`src/rtl/mem_port_arbiter.sv`:
```
// mem_port_arbiter: two-requester arbiter in front of one shared memory port.
// Requester 0 (core) and requester 1 (DMA/debug) take turns: a tie in IDLE goes
// to whichever requester was not served last. A grant lasts until the shared
// port answers with s_ready, or until the owner drops its request.
// All data paths are combinational muxes; the only state is the FSM, the
// last_served flag and (optionally) the watchdog counter.
// Optional feature: define ARB_WATCHDOG_EN to add an 8-bit BUSY-cycle watchdog
// that aborts a transaction after TIMEOUT_CYCLES cycles without s_ready.
module mem_port_arbiter #(
    parameter int ADDR_WIDTH     = 32,
    parameter int DATA_WIDTH     = 32,
    parameter int TIMEOUT_CYCLES = 255
) (
    input  logic                    clk,
    input  logic                    resetn,
    input  logic                    m0_valid,
    output logic                    m0_ready,
    input  logic [ADDR_WIDTH-1:0]   m0_addr,
    input  logic [DATA_WIDTH-1:0]   m0_wdata,
    input  logic [DATA_WIDTH/8-1:0] m0_wstrb,
    output logic [DATA_WIDTH-1:0]   m0_rdata,
    input  logic                    m1_valid,
    output logic                    m1_ready,
    input  logic [ADDR_WIDTH-1:0]   m1_addr,
    input  logic [DATA_WIDTH-1:0]   m1_wdata,
    input  logic [DATA_WIDTH/8-1:0] m1_wstrb,
    output logic [DATA_WIDTH-1:0]   m1_rdata,
    output logic                    s_valid,
    input  logic                    s_ready,
    output logic [ADDR_WIDTH-1:0]   s_addr,
    output logic [DATA_WIDTH-1:0]   s_wdata,
    output logic [DATA_WIDTH/8-1:0] s_wstrb,
    input  logic [DATA_WIDTH-1:0]   s_rdata,
    output logic [1:0]              grant,
    output logic                    timeout
);

    typedef enum logic [1:0] {
        IDLE  = 2'd0,
        BUSY0 = 2'd1,
        BUSY1 = 2'd2
    } state_t;

    state_t state;
    state_t next_state;
    logic   last_served;       // 0 = m0 served last, 1 = m1 served last
    logic   next_last_served;
    logic   owner_valid;       // request line of the current owner
    logic   wd_hit;            // this BUSY cycle is the last one the watchdog allows
    logic   wd_abort;          // watchdog ends the transaction this cycle

    if (TIMEOUT_CYCLES < 1 || TIMEOUT_CYCLES > 255 || (DATA_WIDTH % 8) != 0) begin : g_bad_params
        $error("mem_port_arbiter: TIMEOUT_CYCLES must be 1..255 and DATA_WIDTH a multiple of 8");
    end

    assign owner_valid = (state == BUSY0) ? m0_valid :
                         (state == BUSY1) ? m1_valid : 1'b0;

    // A timeout only applies to a live request that the memory has not answered.
    assign wd_abort = wd_hit && owner_valid && !s_ready;

`ifdef ARB_WATCHDOG_EN
    localparam logic [7:0] WD_LAST = 8'(TIMEOUT_CYCLES - 1);

    logic [7:0] wd_cnt;

    // Count BUSY cycles; restart on entry to BUSY and whenever BUSY ends.
    always_ff @(posedge clk or negedge resetn) begin
        if (!resetn) begin
            wd_cnt <= '0;
        end else if (state == IDLE || next_state == IDLE) begin
            wd_cnt <= '0;
        end else begin
            wd_cnt <= wd_cnt + 8'd1;
        end
    end

    assign wd_hit = (state != IDLE) && (wd_cnt == WD_LAST);
`else
    assign wd_hit = 1'b0;
`endif

    // State register and fairness flag; reset makes m0 win the first tie.
    always_ff @(posedge clk or negedge resetn) begin
        // NOTE: sequential state uses non-blocking assignments so every flop
        // samples pre-edge values regardless of process ordering.
        if (!resetn) begin
            state       <= IDLE;
            last_served <= 1'b1;
        end else begin
            state       <= next_state;
            last_served <= next_last_served;
        end
    end

    // Next state: arbitrate in IDLE, leave BUSY on completion, abort or timeout.
    always_comb begin
        // NOTE: defaults first so every path assigns every output (no latches).
        next_state       = state;
        next_last_served = last_served;
        case (state)
            IDLE: begin
                if (m0_valid && m1_valid) begin
                    next_state = last_served ? BUSY0 : BUSY1;
                end else if (m0_valid) begin
                    next_state = BUSY0;
                end else if (m1_valid) begin
                    next_state = BUSY1;
                end
            end
            BUSY0, BUSY1: begin
                if (s_ready || wd_abort) begin
                    next_state       = IDLE;
                    next_last_served = (state == BUSY1);
                end else if (!owner_valid) begin
                    // Owner withdrew without a response: drop it, fairness unchanged.
                    next_state = IDLE;
                end
            end
            default: next_state = IDLE;
        endcase
    end

    // Outputs: mux the owner onto the shared port and route the response back.
    always_comb begin
        s_valid  = 1'b0;
        s_addr   = m0_addr;
        s_wdata  = m0_wdata;
        s_wstrb  = '0;
        grant    = 2'b00;
        m0_ready = 1'b0;
        m1_ready = 1'b0;
        m0_rdata = s_rdata;
        m1_rdata = s_rdata;
        timeout  = wd_abort;
        case (state)
            BUSY0: begin
                grant    = 2'b01;
                s_valid  = m0_valid && !wd_abort;
                s_wstrb  = m0_wstrb;
                m0_ready = s_ready || wd_abort;
                if (wd_abort) m0_rdata = '0;
            end
            BUSY1: begin
                grant    = 2'b10;
                s_valid  = m1_valid && !wd_abort;
                s_addr   = m1_addr;
                s_wdata  = m1_wdata;
                s_wstrb  = m1_wstrb;
                m1_ready = s_ready || wd_abort;
                if (wd_abort) m1_rdata = '0;
            end
            default: ;
        endcase
    end

endmodule
```
`config.mk`:
```
export PLATFORM = sky130hd
export DESIGN_NAME = mem_port_arbiter
export DESIGN_NICKNAME = d
export VERILOG_FILES = /design/src/rtl/mem_port_arbiter.sv
export SDC_FILE = /design/constraint.sdc
export NUM_CORES = 1
export LEC_CHECK = 0
export ABC_AREA = 1
export ABC_CLOCK_PERIOD_IN_PS = 1700
export CORE_AREA = 2 2 119 121
export CTS_BUF_LIST = sky130_fd_sc_hd__clkbuf_4 sky130_fd_sc_hd__clkbuf_8
export DETAILED_ROUTE_END_ITERATION = 10
export DIE_AREA = 0 0 121 123
export PLACE_DENSITY = 0.61
export SLEW_MARGIN = 20
export SYNTH_ARGS = -nofsm -noshare
export SYNTH_HDL_FRONTEND = slang
export SYNTH_SLANG_ARGS = --single-unit
```
`constraint.sdc`:
```
create_clock -name clk -period 1.7 [get_ports clk]
set_input_delay 0.17 -clock clk [delete_from_list [all_inputs] [get_ports clk]]
set_output_delay 0.17 -clock clk [all_outputs]
set_load 0.1 [all_outputs]
```
==> results.py <==
metrics = {
    "synth": {
        "synth_area_per_cell_um2": 5.04,
        "ys_types": 16,
        "synth_top_area_share_pct": 48.8,
        "synthMuxAreaShare_pct": 0,
        "synth_top_cell_by_area": "nand2_1",
        "synth_common_cells": "215 x nand2_1, 67 x buf_4, 11 x inv_1",
        "synth_most_common_cell": "nand2_1",
        "yosys.area_share.xor_xnor_pct": 0,
        "syn_inst": 328,
        "synth_compound_area_share_pct": 2.12,
        "synth-seq-area-share_pct": 4.61,
        "ys_async_sr_fraction_pct": 100,
        "synth-adder-area-share_pct": 3.03,
        "synth_edf_count": 0,
        "synthSimpleGateAreaFrac_pct": 50.3,
        "yosys_register_bits": 3,
        "syn_area_um2": 1650,
        "syn_nets": 505,
        "synthFlopType": "dfrtp_1",
        "synth_area_leaders": "nand2_1 49%, buf_4 30%, buf_6 4.8%",
        "synth_top_family_by_area": "simple AND/OR/NAND/NOR gates",
        "ys_warn_count": 0,
    },
    "placed_design": {
        "placed_area_um2": 5270,
        "place_congestion": 0.789,
        "hpwl_um": 7630,
        "io_buffers": 213,
    },
    "timing": {
        "final-hold-violation-count": 0,
        "period_share_pct": 103,
        "setup_slack_ns": -0.0506,
        "min_period_ns": 1.75,
        "slew_violations": 0,
        "rsz0062_at_grt": "yes",
        "fmax_ghz": 0.571,
        "final-setup-viol-count": 62,
        "clock_skew_ns": 0.00131,
        "holdWs_ns": 0.141,
    },
    "routing": {
        "drtIter0Drc": 35,
        "vias": 2554,
        "drc": 0,
        "routedWlPerCell_um": 16.1,
        "ant_nets": 0,
        "routed_wl_um": 10700,
        "first_pass_iters": 3,
        "detail_route.vias_per_cell": 3.82,
    },
    "floorplanning": {
        "die_area_um2": 14900,
        "die_y_um": 123,
        "rows": 43,
        "fp.coreArea_um2": 13600,
        "die_w_um": 121,
        "start_util_pct": 12.2,
        "ios": 311,
    },
    "critical_path": {
        "worst-path-max-fanout": 8,
        "required_ns": 1.53,
        "cp.arrival_ns": 1.58,
        "end_kind": "primary output",
        "path_class": "reg -> out",
        "critPathLaunchType": "register",
    },
    "global_route": {
        "grt_usage_pct": 11.4,
        "grt_max_degree": 39,
        "grt_pass1_vias": 2660,
        "grt_pass1_wl_um": 13300,
        "antenna_found_initial": 0,
        "overflow": 0,
    },
    "status": {
        "failed_checks": "negative setup slack",
        "status": "finished with violations",
    },
    "clock_network": {
        "clock_latency_ns": 0.21,
        "clkTransAtPathRegs_ns": 0.03,
        "h-tree-depth": 1,
        "clock-sinks": 3,
        "numCtsBuffers": 3,
        "cts_tree": "built",
        "cts_root_buf": "clkbuf_8",
        "clockBufferDepth": 2,
    },
    "cells_and_area": {
        "nets": 667,
        "drive_gt1_share_pct": 55.0,
        "diodes": 0,
        "fin_area_um2": 6150,
        "syn2layout_area_growth_pct": 272,
    },
    "flow_run": {
        "max_cap_viol_count": 0,
    },
    "hold_path": {
        "hold_path_class": "in -> async",
    },
}
## cells by family after synthesis
| group | Yosys count |
|---|---|
| simple gates | 220 |
| buf+inv | 93 |
| compound gates | 7 |
| fa+ha+maj | 4 |
| flops | 3 |
| other cells | 1 |
## area by class of cell
cell class | instances | area [um^2]
Multi-Input combinational cell | 232 | 2380
Clock buffer | 4 | 48.8
Timing Repair inverter | 1 | 11.3
Fill cell | 1236 | 7460
Sequential cell | 3 | 76.3
Tap cell | 180 | 225
Timing Repair Buffer | 237 | 3350
Inverter | 12 | 61.3
## layer usage
metal | wire length (um) | up-vias | GRT usage (%)
met3 | 971 | 16 | 3.18
li1 | - | 1231 | -
met4 | 165 | 0 | 2.54
met5 | 0 | - | 0
met1 | 3460 | 1177 | 10.8
met2 | 6140 | 130 | 23.9
## what timing repair did
item | in CTS | in global routing
gates resized for setup | 20 | 114
buffers inserted | 1 | 6
pin swaps | 0 | 2
hold buffers | 0 | 0
endpoints found under the setup margin | 69 | 69
gates cloned | 3 | 11
## critical path, stage by stage (launching register included)
cell and delay, ns:
dfrtp_1 0.38, inv_2 0.08, ha_4 0.17, buf_8 0.14, clkinv_8 0.09, clkbuf_16 0.20, nand2_4 0.09, nand2_8 0.05
buf_12 0.16
## through the flow
| stage | setup WS, ns | util [%] | setup TNS (ns) | instances |
|---|---|---|---|---|
| 4_1_cts | -0.0739 | 40.1 | -2.23 | 653 |
| 2_1_floorplan | -0.220 | - | -5.97 | 328 |
| 6_report | -0.0506 | 45.2 | -2.07 | 669 |
| 3_5_place_dp | 0.109 | 38.7 | 0 | 645 |
| 5_1_grt | -0.112 | 45.2 | -6.03 | 669 |
| 3_3_place_gp | 0.159 | 38.7 | 0 | 645 |
## registers in the layout, indices dropped and copies added, names as in the netlist
register and count:
state 2, last_served 1
## path summary, 6_finish.rpt
path                                   from  slack [ns]  cells past startpoint      endpoint
worst max-delay path               state[0]       -0.05                      8    s_addr[10]
worst min-delay path                 resetn        0.14                      1      state[0]
worst max register to register     state[1]        0.20                      9      state[1]
worst min register to register  last_served        0.51                      2   last_served
max in group asynchronous            resetn        1.34                      1   last_served
min in group clk                s_rdata[11]        0.34                      0  m0_rdata[11]
## placed cells by master (no fill, tap or decap), types with 4 or more instances in the layout
cell type,Yosys,routed
nand2_8,0,51
nand2_2,0,46
buf_16,0,4
clkbuf_16,0,9
buf_12,0,77
a21oi_4,0,5
nand2_1,215,62
clkdlybuf4s50_1,0,140
nand2_4,0,56
inv_1,11,7
buf_4,67,4
Power is left out: the tool's default activity adds up to more than one toggle a clock period on the data nets, which glitch-free logic cannot reach.
